**src/rtl/bitmap_frame_scheduler_pkg.sv**
```systemverilog
// Shared definitions for the frame scheduler: state encodings and default
// display timing constants, kept alongside the bitmap ROM definitions.
package bitmap_frame_scheduler_pkg;

  typedef enum logic {
    SchedState_blank = 1'b0,
    SchedState_show  = 1'b1
  } schedState_t;

  localparam int PixelBits          = 10;
  localparam int FrameCountBits     = 8;
  localparam int DefaultHLast       = 799;
  localparam int DefaultVLast       = 524;
  localparam int DefaultBlinkFrames = 30;

endpackage

```
**src/rtl/bitmap_frame_scheduler_tick_detect.sv**
```systemverilog
// Produces one tick per frame, on the first cycle the scan position reaches
// the last pixel, even when the pixel counters dwell for several clocks.
module frame_tick_detect
  import bitmap_frame_scheduler_pkg::*;
#(
  parameter int HLast = DefaultHLast,
  parameter int VLast = DefaultVLast
) (
  input  logic                 CLK,
  input  logic                 RESET,
  input  logic [PixelBits-1:0] currX,
  input  logic [PixelBits-1:0] currY,
  output logic                 tick
);

  localparam logic [PixelBits-1:0] XLast = PixelBits'(HLast);
  localparam logic [PixelBits-1:0] YLast = PixelBits'(VLast);

  logic match;
  logic matchPrev;

  assign match = (currX == XLast) && (currY == YLast);

  always_ff @(posedge CLK) begin
    if (RESET) begin
      matchPrev <= 1'b0;
    end else begin
      matchPrev <= match;
    end
  end

  assign tick = match && !matchPrev;

endmodule

```
**src/rtl/bitmap_frame_scheduler.sv**
```systemverilog
// Frame-level renderer sequencer: holds one pending screen request and
// re-arms the bitmap renderer at every frame boundary.
module bitmap_frame_scheduler
  import bitmap_frame_scheduler_pkg::*;
#(
  parameter int AddrBits    = 10,
  parameter int HLast       = DefaultHLast,
  parameter int VLast       = DefaultVLast,
  parameter int BlinkFrames = DefaultBlinkFrames
) (
  input  logic                      CLK,
  input  logic                      RESET,
  input  logic [PixelBits-1:0]      CURR_X_PIXEL,
  input  logic [PixelBits-1:0]      CURR_Y_PIXEL,
  input  logic                      REQ_VALID,
  input  logic [AddrBits-1:0]       REQ_ADDR,
  input  logic [FrameCountBits-1:0] REQ_FRAMES,
  output logic                      REQ_READY,
  input  logic                      CLEAR,
  output logic                      RENDER_RESET,
  output logic [AddrBits-1:0]       RENDER_ADDR,
  output logic                      BLINK_ON,
  output logic                      SCREEN_DONE
);

  localparam int BlinkBits = $clog2(BlinkFrames) + 1;
  localparam logic [BlinkBits-1:0] BlinkLast = BlinkBits'(BlinkFrames - 1);

  schedState_t               state;
  logic                      pendValid;
  logic [AddrBits-1:0]       pendAddr;
  logic [FrameCountBits-1:0] pendFrames;
  logic                      clearReq;
  logic [FrameCountBits-1:0] remain;
  logic [BlinkBits-1:0]      blinkCnt;
  logic                      tick;
  logic                      accept;
  logic                      loadNow;

  frame_tick_detect #(
    .HLast(HLast),
    .VLast(VLast)
  ) tickDetect (
    .CLK  (CLK),
    .RESET(RESET),
    .currX(CURR_X_PIXEL),
    .currY(CURR_Y_PIXEL),
    .tick (tick)
  );

  assign REQ_READY = !pendValid && !RESET;
  assign accept    = REQ_VALID && REQ_READY;
  // A pending screen may replace the current one only once its hold is over.
  assign loadNow   = pendValid &&
                     ((state == SchedState_blank) || (remain <= FrameCountBits'(1)));

  always_ff @(posedge CLK) begin
    if (RESET) begin
      state        <= SchedState_blank;
      pendValid    <= 1'b0;
      pendAddr     <= '0;
      pendFrames   <= '0;
      clearReq     <= 1'b0;
      remain       <= '0;
      blinkCnt     <= '0;
      RENDER_RESET <= 1'b1;
      RENDER_ADDR  <= '0;
      BLINK_ON     <= 1'b1;
      SCREEN_DONE  <= 1'b0;
    end else begin
      RENDER_RESET <= tick || (state == SchedState_blank);
      SCREEN_DONE  <= 1'b0;

      if (accept) begin
        pendValid  <= 1'b1;
        pendAddr   <= REQ_ADDR;
        pendFrames <= REQ_FRAMES;
      end

      if (tick) begin
        if (clearReq) begin
          state    <= SchedState_blank;
          remain   <= '0;
          clearReq <= 1'b0;
          blinkCnt <= '0;
          BLINK_ON <= 1'b1;
        end else if (loadNow) begin
          RENDER_ADDR <= pendAddr;
          remain      <= pendFrames;
          pendValid   <= 1'b0;
          state       <= SchedState_show;
          blinkCnt    <= '0;
          BLINK_ON    <= 1'b1;
          SCREEN_DONE <= (state == SchedState_show) && (remain == FrameCountBits'(1));
        end else if (state == SchedState_show) begin
          if (remain != '0) begin
            remain      <= remain - FrameCountBits'(1);
            SCREEN_DONE <= (remain == FrameCountBits'(1));
          end
          if (blinkCnt == BlinkLast) begin
            blinkCnt <= '0;
            BLINK_ON <= !BLINK_ON;
          end else begin
            blinkCnt <= blinkCnt + BlinkBits'(1);
          end
        end
      end

      // Set after the tick handling so a strobe in a tick cycle waits a frame.
      if (CLEAR) begin
        clearReq <= 1'b1;
      end
    end
  end

endmodule

```
**config.mk**
```make
export PLATFORM = sky130hd
export DESIGN_NAME = bitmap_frame_scheduler
export DESIGN_NICKNAME = d
export VERILOG_FILES = /design/src/rtl/bitmap_frame_scheduler_pkg.sv /design/src/rtl/bitmap_frame_scheduler_tick_detect.sv /design/src/rtl/bitmap_frame_scheduler.sv
export SDC_FILE = /design/constraint.sdc
export NUM_CORES = 1
export LEC_CHECK = 0
export ABC_AREA = 1
export BUFFER_PORTS_ARGS = -buffer_cell sky130_fd_sc_hd__buf_2
export CORE_ASPECT_RATIO = 0.7
export CORE_UTILIZATION = 46
export CTS_CLUSTER_SIZE = 12
export DETAILED_ROUTE_END_ITERATION = 8
export GPL_TIMING_DRIVEN = 0
export PLACE_DENSITY = 0.72
export SLEW_MARGIN = 10
export SYNTH_ARGS = -nofsm -noshare
export SYNTH_HDL_FRONTEND = slang
export SYNTH_SLANG_ARGS = --single-unit
```
**constraint.sdc**
```tcl
create_clock -name CLK -period 2.4 [get_ports CLK]
set_clock_uncertainty 0.15 [all_clocks]
set_input_delay 0.36 -clock CLK [delete_from_list [all_inputs] [get_ports CLK]]
set_output_delay 0.36 -clock CLK [all_outputs]
set_load 0.01 [all_outputs]
```
## After elaboration in Yosys (flattened, before gate mapping)

Cells that the tools add are included.

| word-level totals | value |
|---|---|
| output and inout port bits | 14 |
| word-level logic and storage cells | 69 |
| register bits | 49 |

| operators by class | value |
|---|---|
| reductions and logical operators | 24 |
| multiplexer cells | 23 |
| bitwise gates (word level) | 3 |
| add/subtract/negate cells | 2 |
| equality and inequality tests | 4 |
| $lt $le $gt $ge | 1 |

Operator list:

| operator | number |
|---|---|
| 8-bit 2-to-1 mux | 4 |
| 6-bit 2-to-1 mux | 4 |
| 10-bit equality test (second input constant) | 2 |
| 1-bit 2-to-1 mux | 15 |
| 3-bit AND reduction | 3 |
| 3-bit nonzero test | 3 |
| 8-bit by 1-bit equality test with 1-bit output (second input constant) | 1 |
| 8-bit by 1-bit <= comparator with 1-bit output (second input constant) | 1 |
| 8-bit nonzero test | 1 |
| 8-bit by 1-bit subtractor with 8-bit output (second input constant) | 1 |
| 6-bit by 1-bit adder with 6-bit output (second input constant) | 1 |
| 6-bit by 5-bit equality test with 1-bit output (second input constant) | 1 |
| 1-bit logical AND | 6 |
| 1-bit zero test | 4 |
| 2-bit AND reduction | 2 |
| 2-bit nonzero test | 2 |
| 1-bit NOT | 3 |
| 3-bit OR reduction | 1 |
| 1-bit logical OR | 2 |

## Depth between registers and ports, before layout

Gate-level depths: netlist of run 1.

| logic depth | value |
|---|---|
| depth after elaboration | 7 |
| gate-level depth with buffers | 14 |
| depth with buffers taken out | 13 |

## Cells and area by module

Synthesis of run 1 repeated with hierarchy kept, for this count alone.

| second synthesis, totals | value |
|---|---|
| cells, all modules | 328 |
| area, all modules | 2359.8 µm² |

By module, submodules not included:

| module | times used | area an instance (µm²) | cells an instance |
|---|---|---|---|
| bitmap_frame_scheduler | 1 | 2247.2 | 303 |
| frame_tick_detect | 1 | 112.6 | 25 |

## Worst setup path after synthesis of run 1

OpenSTA, ideal clock, no wires.

| timing path | value |
|---|---|
| path type | register to register |
| from | register remain[0] |
| to | register remain[0] |
| data required time | 2.135 ns |
| arrival | 1.615 ns |
| clock period less this slack | 1.880 ns |
| slack | 0.520 ns |
| path buffers | 1 |
| stages on the path, launching flop included | 14 |
| cell sequence | dfxtp_1 inv_1 ha_1 inv_2 nor2_2 nand2_2 nand3_4 nand2_8 nand2_4 nand2_4 nand2_2 buf_6 a21oi_1 nor2_1 |

| between the ends | value |
|---|---|
| cells in the longest elaborated chain, start to end | 5 |

RTL lines:

| what | line | text |
|---|---|---|
| start, declared | bitmap_frame_scheduler.sv:34 | `logic [FrameCountBits-1:0] remain;` |
| start signal, assigned | bitmap_frame_scheduler.sv:89 | `remain <= pendFrames;` |
| start signal, assigned | bitmap_frame_scheduler.sv:97 | `remain <= remain - FrameCountBits'(1);` |
| 8-bit by 1-bit subtractor with 8-bit output or 8-bit by 1-bit <= comparator with 1-bit output (tied branches) | bitmap_frame_scheduler.sv:97, bitmap_frame_scheduler.sv:55 |  |
| 8-bit 2-to-1 mux or 1-bit logical OR (tied branches) | bitmap_frame_scheduler.sv:96, bitmap_frame_scheduler.sv:55 |  |
| 8-bit 2-to-1 mux or 1-bit logical AND (tied branches) | bitmap_frame_scheduler.sv:95, bitmap_frame_scheduler.sv:54 |  |
| 8-bit 2-to-1 mux or 3-bit nonzero test (tied branches) | - |  |
| 8-bit 2-to-1 mux or 3-bit AND reduction (tied branches) | - |  |

Several ways; a longest one is shown, not always the timed one. The select of a mux whose other input is x is not followed.
A chain may end at the register's enable or synchronous reset.

## Worst setup path after layout of run 1

| timing path | value |
|---|---|
| from | register remain[0] |
| to | register remain[4] |

The elaborated chain is that of the path after synthesis.

==> impl_metrics.toml, run 1 <==
[status]
status = "finished, final reports clean"

[yosys]
ys_seq_area_share_pct = 38.1
avgSynthCellArea_um2 = 7.05
syn-num-nets = 412
yosysTopAreaCell = "dfxtp_1"
syn_inst = 365
ys_ff_latch = 49
synth.cell_area_mm2 = 0.00257
synth_top_area_share_pct = 38.1
yosys_warnings = 0
synth.distinct_cells = 32
synth_area_leaders = "dfxtp_1 38%, nand2_1 11%, nand3_1 8.0%"

[min_path]
whs_path_depth = 3
min_from = "REQ_FRAMES[0]"
hp-class = "input pin to flip-flop"
holdPathEnd = "pendFrames[0]"

[sta]
final_hold_viol_count = 0
max_freq_ghz = 0.450
fin_crit_sh_pct = 92.6
setup_viol = 0
tightestPinTransition_ns = 0.575
fin_crit_ns = 2.22
finalSetupTns_ns = 0
slew_viol_final = 0
grt_setup_unrepaired = "false"
whs_ns = 0.0857
finalWorstSetupSlack_ns = 0.178
relSlewSlack_pct = 61.5

[worst_setup_path]
required_ns = 2.47
slowest_delay_ns = 0.44
start_kind = "flip-flop"
crit_arrival_ns = 2.29
worst-r2r-setup-slack_ns = 0.18
worstReg2RegEnd = "remain[4]"
crit_fanout = 10
cpMaxStageDelayCell = "dfxtp_1"
crit_path_end_kind = "flip-flop"
crit_buf_inv = 3
r2r_cells = 13
critical_path.top_delay_family = "simple AND/OR/NAND/NOR gates"
crit_path_cell_trace = "inv_1 > ha_1 > inv_2 > nor2_2 > nand2_2 > nand3_4 > nand2_8 > nand2_4 > nand2_4 > nand2_2 > buf_6 > a21oi_1 > nor2_1"
worstReg2RegStart = "remain[0]"
worst-setup-path-type = "flip-flop to flip-flop"

[finish]
fillers = 531
antennaDiodeCount = 0
num-nets-final = 476
drive_gt1_share_pct = 22.1
layout_commonest_cell = "nand2_1"
area_delta_synth_final_pct = 19.3
fin_util_pct = 57.8
instances_no_fill = 502
design_area_mm2 = 0.00307
mostFrequentLayoutCells = "76 x nand2_1, 57 x buf_2, 49 x dfxtp_1, 48 x nor2_1"

[flow_run]
cap_violations = 0

[floorplanning]
io_pins = 56
die_area_mm2 = 0.00590
core_area_mm2 = 0.00531
die_height_um = 64.6
num_rows = 22
die_w_um = 91.4
start_util_pct = 48.4

[power_and_ir_drop]
p_leak_nw = 1.43
ir_worst_vdd_v = 0.000300
totalPowerFinal_mw = 1.62
pwr_density_cell_mw_per_mm2 = 527

[drt]
vias = 2554
vias_per_cell = 5.09
wl_per_cell_um = 12.0
ant_nets = 0
dr.first_iter.drc_count = 113
drc_errors = 0
dr.pass1.iters = 4
drt-total-wl_um = 6050

[cts]
cts_buffers = 5
cts_hold_buf = 0
path_clk_slew_ns = 0.09
max-clock-path-buffers = 2
cts_root_buf = "clkbuf_8"
cts_tree = "done"
clk_latency_ns = 0.32
cts-htree-levels = 2
clkSinkCount = 49

[grt]
antenna_found_initial = 0
track_usage_pct = 21.4
grt_pass1_vias = 2206
grt_start_max_net_pins = 17
grt_pass1_wl_um = 10000
grt-ovfl-total = 0

[placed_design]
numPortBuffers = 55
dp.cells = 492
gp_congestion = 0.862
place_ws_ns = 0.228
place_area_mm2 = 0.00294
dpl.hpwl_um = 4510
==> power breakdown <==
group	internal (mW)	switching [mW]	total (mW)
registers	0.836	0.0101	0.846
logic	0.0651	0.102	0.167
clock network	0.312	0.295	0.607
==> per-layer routing <==
| metal | vias to the layer above | share of wire (%) | track usage, % |
|---|---|---|---|
| li1 | 1302 | - | - |
| met1 | 1164 | 50 | 29.9 |
| met2 | 83 | 41 | 33.0 |
| met3 | 5 | 7.9 | 5.52 |
| met4 | 0 | 0.76 | 4.96 |
| met5 | - | 0 | 0 |
==> flip-flops by register name, indices dropped and copies added, names as in the netlist, 6 cells and up <==
name,count
remain,8
blinkCnt,6
pendAddr,10
pendFrames,8
RENDER_ADDR,10
==> cells in the mapped netlist, drive strengths merged <==
cell / count
nand3: 44
nor3b: 2
ha: 5
o21a: 3
nand4: 10
inv: 47
a21oi: 21
o211ai: 1
o21ai: 14
nor2: 51
clkbuf: 8
buf: 4
dfxtp: 49
xnor2: 1
nor3: 2
o31ai: 8
nand2: 87
nand3b: 2
xor2: 6
==> worst reg2reg max path, cell delays in order (launching register included) <==
cell and delay, ns:
dfxtp_1 0.44, inv_1 0.11, ha_1 0.29, inv_2 0.08
nor2_2 0.05, nand2_2 0.08, nand3_4 0.15, nand2_8 0.16
nand2_4 0.08, nand2_4 0.09, nand2_2 0.08, buf_6 0.15
a21oi_1 0.15, nor2_1 0.07
==> final cells by class <==
| type | count | area, um2 | area share [%] |
|---|---|---|---|
| Inverter | 47 | 176 | 5.74 |
| Sequential cell | 49 | 981 | 31.9 |
| Buffer | 12 | 62.6 | 2.04 |
| Clock inverter | 3 | 46.3 | 1.51 |
| Timing Repair Buffer | 57 | 290 | 9.45 |
| Multi-Input combinational cell | 257 | 1360 | 44.2 |
| Tap cell | 72 | 90.1 | 2.93 |
| Clock buffer | 5 | 68.8 | 2.24 |
==> kinds of logic after synthesis <==
family / synth area share (%)
xor gates and xnor gates: 2.38
AOI/OAI and AO/OA: 10.3
DFF: 38.1
buffers and inverters: 9.29
and+or+nand+nor: 37.5
adders and majority gates: 2.43
==> repair_timing <==
action                     CTS  global route
buffers inserted             0             2
setup endpoints to repair    0            13
resized for setup            0             1
==> how the worst max path moves through the flow <==
stage / from / endpoint / slack [ns] / cells past startpoint
after floorplan: remain[0] / remain[0] / 0.52 / 13
after global placement: remain[0] / remain[1] / 0.26 / 12
after detailed placement: remain[0] / remain[4] / 0.23 / 11
after CTS: remain[0] / remain[4] / 0.18 / 11
after global routing: remain[0] / remain[4] / 0.006 / 13
final: remain[0] / remain[4] / 0.18 / 13
(Power assumes the default switching activity.)
==> run 2, diff against run 1 <==
--- a/config.mk
+++ b/config.mk
@@ -8,6 +8,7 @@
 export ABC_AREA = 1
 export BUFFER_PORTS_ARGS = -buffer_cell sky130_fd_sc_hd__buf_2
 export CORE_ASPECT_RATIO = 0.7
+export CORE_MARGIN = 5
 export CORE_UTILIZATION = 46
 export CTS_CLUSTER_SIZE = 12
 export DETAILED_ROUTE_END_ITERATION = 8
==> run 2 against run 1 <==
- global-route usage fell by 3.1 points
- largest cell class unchanged
- via count down 1.3%
- critical path depth unchanged
- die area grew 22%
- worst setup slack improved by 0.073 ns
- largest power group unchanged
- highest routed layer unchanged
==> impl_metrics.toml, run 2 (synthesis gave the netlist of run 1 again) <==
[cts]
cts_hold_buf = 0
clk_latency_ns = 0.30
cts_setup_buffers = 0
cts_tree = "done"
cts_buffers = 5
max-clock-path-buffers = 2
clkSinkCount = 49
cts_root_buf = "clkbuf_8"
path_clk_slew_ns = 0.09
ctsResizeCount = 0
cts-htree-levels = 2

[placed_design]
dpl.hpwl_um = 4820
gp_congestion = 0.874
numPortBuffers = 55

[sta]
final_hold_viol_count = 0
fin_crit_ns = 2.15
fin_crit_sh_pct = 89.5
slew_viol_final = 0
finalSetupTns_ns = 0
max_freq_ghz = 0.465
whs_ns = 0.102
setup_viol = 0
tightestPinTransition_ns = 0.524
relSlewSlack_pct = 64.9
grt_setup_unrepaired = "false"

[drt]
wl_per_cell_um = 12.5
vias_per_cell = 5.04
dr.pass1.iters = 4
drt-total-wl_um = 6270
vias = 2521
drc_errors = 0
dr.first_iter.drc_count = 165
ant_nets = 0

[grt]
grt_pass1_wl_um = 10700
grt-ovfl-total = 0
track_usage_pct = 18.3
grt_pass1_vias = 2386
grt_start_max_net_pins = 16
antenna_found_initial = 0

[finish]
area_delta_synth_final_pct = 18.9
multi_input_area_mm2 = 0.00135
layout_commonest_cell = "nand2_1"
reg_top3 = "RENDER_ADDR (10), pendAddr (10)"
drive_gt1_share_pct = 21.5
antennaDiodeCount = 0
fin_util_pct = 57.3
seqCellArea_um2 = 981
mostFrequentLayoutCells = "77 x nand2_1, 57 x buf_2, 49 x dfxtp_1, 48 x nor2_1"
fillers = 527
num-nets-final = 474

[floorplanning]
start_util_pct = 48.2
io_pins = 56
core_area_mm2 = 0.00534
die_area_mm2 = 0.00721
die_height_um = 72.6
die_w_um = 99.4
num_rows = 22

[power_and_ir_drop]
p_leak_nw = 1.43
seqPwrFrac_pct = 51.7
p_sw_share_pct = 24.3
totalPowerFinal_mw = 1.64
pwr_density_cell_mw_per_mm2 = 535
combPwrFrac_pct = 10.2
netSwitchingPower_mw = 0.398
p_int_mw = 1.24
ir_worst_vdd_v = 0.000383
clock_power_share_pct = 38.1

[worst_setup_path]
crit_fanout = 10
required_ns = 2.43
crit_arrival_ns = 2.18
start_kind = "flip-flop"
startpoint = "remain[0]"
worst-setup-path-type = "flip-flop to flip-flop"
crit_end = "blinkCnt[5]"
r2r_cells = 13
worstReg2RegEnd = "blinkCnt[5]"
crit_path_end_kind = "flip-flop"
worst-r2r-setup-slack_ns = 0.25
worstReg2RegStart = "remain[0]"

[status]
status = "finished, final reports clean"

[min_path]
hp-class = "input pin to flip-flop"

[flow_run]
cap_violations = 0
==> run 2: routing by layer <==
metal | up-vias | wire length [um] | track usage [%]
met3 | 7 | 485 | 4.01
met1 | 1143 | 3040 | 25.6
li1 | 1295 | - | -
met5 | - | 0 | 0
met4 | 0 | 78 | 6.06
met2 | 76 | 2660 | 28.1
==> run 2: worst min-delay path by stage <==
stage / start / endpoint / slack [ns] / cells after the start
6_report: REQ_FRAMES[2] / pendFrames[2] / 0.10 / 3
5_1_grt: REQ_FRAMES[7] / pendFrames[7] / 0.1 / 3
4_1_cts: REQ_FRAMES[0] / pendFrames[0] / 0.09 / 3
3_5_place_dp: pendAddr[5] / RENDER_ADDR[5] / 0.31 / 2
3_3_place_gp: pendAddr[5] / RENDER_ADDR[5] / 0.31 / 2
2_1_floorplan: pendAddr[0] / RENDER_ADDR[0] / 0.30 / 2
==> run 2: layout make-up <==
type | count | share of cell area, %
Buffer | 12 | 2.04
Clock buffer | 6 | 2.70
Clock inverter | 2 | 1.23
Inverter | 47 | 5.77
Multi-Input combinational cell | 257 | 44.3
Sequential cell | 49 | 32.1
Tap cell | 72 | 2.94
Timing Repair Buffer | 55 | 9.00
==> run 2: critical path: stages (launching register included) <==
cell     delay [ns]
dfxtp_1        0.45
inv_1          0.11
ha_1           0.28
inv_2          0.07
nor2_2         0.05
nand2_2        0.08
nand3_4        0.14
nand2_8        0.15
nand2_4        0.07
nand2_4        0.08
nand2_2        0.08
buf_6          0.15
o21ai_1        0.12
nor2_1         0.05
==> run 2: power by group through the flow <==
stage	clock (mW)	sequential [mW]	combinational (mW)
final	0.625	0.846	0.167
after global routing	0.665	0.849	0.189
after CTS	0.635	0.846	0.168
after detailed placement	0	0.865	0.167
after global placement	0	0.864	0.163
after floorplan	0	0.863	0.0995
==> run 2: metrics by stage <==
stage | cells | area (um2) | setup slack, ns
6_report | 500 | 3060 | 0.251
5_1_grt | 500 | 3060 | 0.0647
4_1_cts | 500 | 3060 | 0.239
3_5_place_dp | 492 | 2940 | 0.269
3_3_place_gp | 492 | 2940 | 0.289
2_1_floorplan | 365 | 2570 | 0.520
==> run 3, diff against run 2 <==
--- a/config.mk
+++ b/config.mk
@@ -13,8 +13,9 @@
 export CTS_CLUSTER_SIZE = 12
 export DETAILED_ROUTE_END_ITERATION = 8
 export GPL_TIMING_DRIVEN = 0
-export PLACE_DENSITY = 0.72
+export PLACE_DENSITY = 0.73
 export SLEW_MARGIN = 10
 export SYNTH_ARGS = -nofsm -noshare
 export SYNTH_HDL_FRONTEND = slang
+export SYNTH_HIERARCHICAL = 1
 export SYNTH_SLANG_ARGS = --single-unit
==> run 3 against run 2 <==
- die area fell by 7.3%
- largest power group unchanged
- sequential cell count stayed put
- critical endpoint is now RENDER_ADDR[0]
- register-to-register slack improved by 0.15 ns
- sequential power hardly changed
- clock-buffer cell count is 1 higher
- critical path depth decreased by 3
==> impl_metrics.toml, run 3 <==
[yosys]
async_flop_share_pct = 0
synth-edff-count = 0
synth.cell_area_mm2 = 0.00236
ys.flop_type = "dfxtp_1"
avgSynthCellArea_um2 = 7.19
ys_ff_latch = 49
synth_area_leaders = "dfxtp_1 42%, nand2_1 15%, nand3_1 5.9%"
yosys_warnings = 6
synth_most_common_cell = "nand2_1"
ys_top_cells_by_count = "93 x nand2_1, 49 x dfxtp_1, 37 x nor2_1, 28 x nand3_1, 27 x inv_1"
syn_inst = 328
yosysTopAreaCell = "dfxtp_1"
synth.distinct_cells = 31
syn-num-nets = 375
synth_top_area_share_pct = 41.6
ys_seq_area_share_pct = 41.6

[worst_setup_path]
crit_path_cell_trace = "inv_1 > ha_1 > nand2_2 > nor2_4 > nand2_2 > nand3_4 > nand3_2 > nor2_2 > nand2_1 > nand2_1"
crit_arrival_ns = 2.10
crit_path_end_kind = "flip-flop"
start_kind = "flip-flop"
required_ns = 2.50
worst-setup-path-type = "flip-flop to flip-flop"
slowest_delay_ns = 0.35
crit_fanout = 9
cpMaxStageDelayCell = "nor2_2"

[sta]
relSlewSlack_pct = 64.3
finalSetupTns_ns = 0
fin_crit_sh_pct = 83.4
final_hold_viol_count = 0
finalWorstSetupSlack_ns = 0.398
max_freq_ghz = 0.500
slew_viol_final = 0
fin_crit_ns = 2.00
grt_setup_unrepaired = "false"
tightestPinTransition_ns = 0.536
setup_viol = 0

[power_and_ir_drop]
pwr_density_cell_mw_per_mm2 = 523
p_leak_nw = 1.37
ir_worst_vdd_v = 0.000272

[cts]
cts-htree-levels = 2
cts_buffers = 5
ctsResizeCount = 0
cts_hold_buf = 0
clkSinkCount = 49
max-clock-path-buffers = 2
cts_tree = "done"
cts_root_buf = "clkbuf_8"
cts_setup_buffers = 0
path_clk_slew_ns = 0.08
clk_latency_ns = 0.30

[drt]
dr.first_iter.drc_count = 134
dr.pass1.iters = 4
vias = 2225
drc_errors = 0
vias_per_cell = 4.85
wl_per_cell_um = 11.9
ant_nets = 0
drt-total-wl_um = 5470

[floorplanning]
num_rows = 21
io_pins = 56
core_area_mm2 = 0.00486
die_w_um = 95.6
start_util_pct = 48.5
die_height_um = 69.9
die_area_mm2 = 0.00669

[min_path]
hp-class = "input pin to flip-flop"

[grt]
track_usage_pct = 17.3
grt_start_max_net_pins = 14
antenna_found_initial = 0
grt_pass1_vias = 2018
grtUsageMet2_pct = 25.4
met3_usage_pct = 4.29
grt_util_met1_pct = 23.9
grt_pass1_wl_um = 9090
grt-ovfl-total = 0
top_usage_layer = "met2"

[finish]
drive_gt1_share_pct = 25.9
fillers = 494
layout_commonest_cell = "nand2_1"
area_delta_synth_final_pct = 19.0
num-nets-final = 437
mostFrequentLayoutCells = "93 x nand2_1, 62 x buf_2, 49 x dfxtp_1, 37 x nor2_1, 28 x nand3_1"
antennaDiodeCount = 0
reg_top3 = "RENDER_ADDR (10), pendAddr (10)"

[status]
status = "finished, final reports clean"

[placed_design]
numPortBuffers = 55
dpl.hpwl_um = 4110
place_ws_ns = 0.214
gp_congestion = 0.916

[flow_run]
cap_violations = 0
## run 3: worst max-delay path, delay by kind of cell, from the launching register on
kind / cells / cell delay, ns
flip-flops: 1 / 0.34
AND/OR/NAND/NOR: 8 / 1.09
adder cells (fa/ha/maj): 1 / 0.22
buffers and inverters: 1 / 0.15
## run 3: logic make-up after synthesis
| kind of cell | after synthesis | share of synthesized area [%] |
|---|---|---|
| buf+inv | 46 | 8.32 |
| fa+ha+maj | 5 | 2.65 |
| flops | 49 | 41.6 |
| simple gates | 185 | 36.5 |
| compound gates | 37 | 8.75 |
| xor+xnor | 6 | 2.23 |
## run 3: cell type report
class | count | area (um2) | share of cell area, %
sequential | 49 | 981 | 34.9
tap | 69 | 86.3 | 3.07
buffer | 11 | 65.1 | 2.32
multi-input combinational | 233 | 1180 | 42.1
clock buffer | 7 | 86.3 | 3.07
timing repair buffer | 55 | 275 | 9.80
inverter | 35 | 131 | 4.68
## run 3: layer usage
metal  vias up  part of all wire [%]
met2        71                    42
met3         7                   8.5
li1       1158                     -
met1       989                    48
met4         0                   1.7
met5         -                     0
## run 3: power by group
part           internal (mW)  leakage [nW]  switching (mW)
sequential             0.836         0.398          0.0137
combinational         0.0566         0.930          0.0750
clock                  0.229        0.0443           0.258
total                   1.12          1.37           0.347
## run 3: per-stage QoR
step	area, um2	hold slack [ns]	power, mW	instances	utilization (%)
detailed placement	2720	0.280	0.999	452	56.0
CTS	2810	0.0839	1.49	459	57.8
finish	2810	0.0906	1.47	459	57.8
global placement	2720	0.278	0.997	452	56.0
floorplan	2360	0.269	0.941	328	-
global route	2810	0.0922	1.54	459	57.8
## run 3: worst paths after layout
| check | from | end | slack (ns) | cells after the start |
|---|---|---|---|---|
| max | remain[0] | RENDER_ADDR[0] | 0.40 | 10 |
| min | RESET | tickDetect/matchPrev | 0.09 | 2 |
| max reg2reg | remain[0] | RENDER_ADDR[0] | 0.40 | 10 |
| min reg2reg | pendAddr[2] | RENDER_ADDR[2] | 0.30 | 2 |
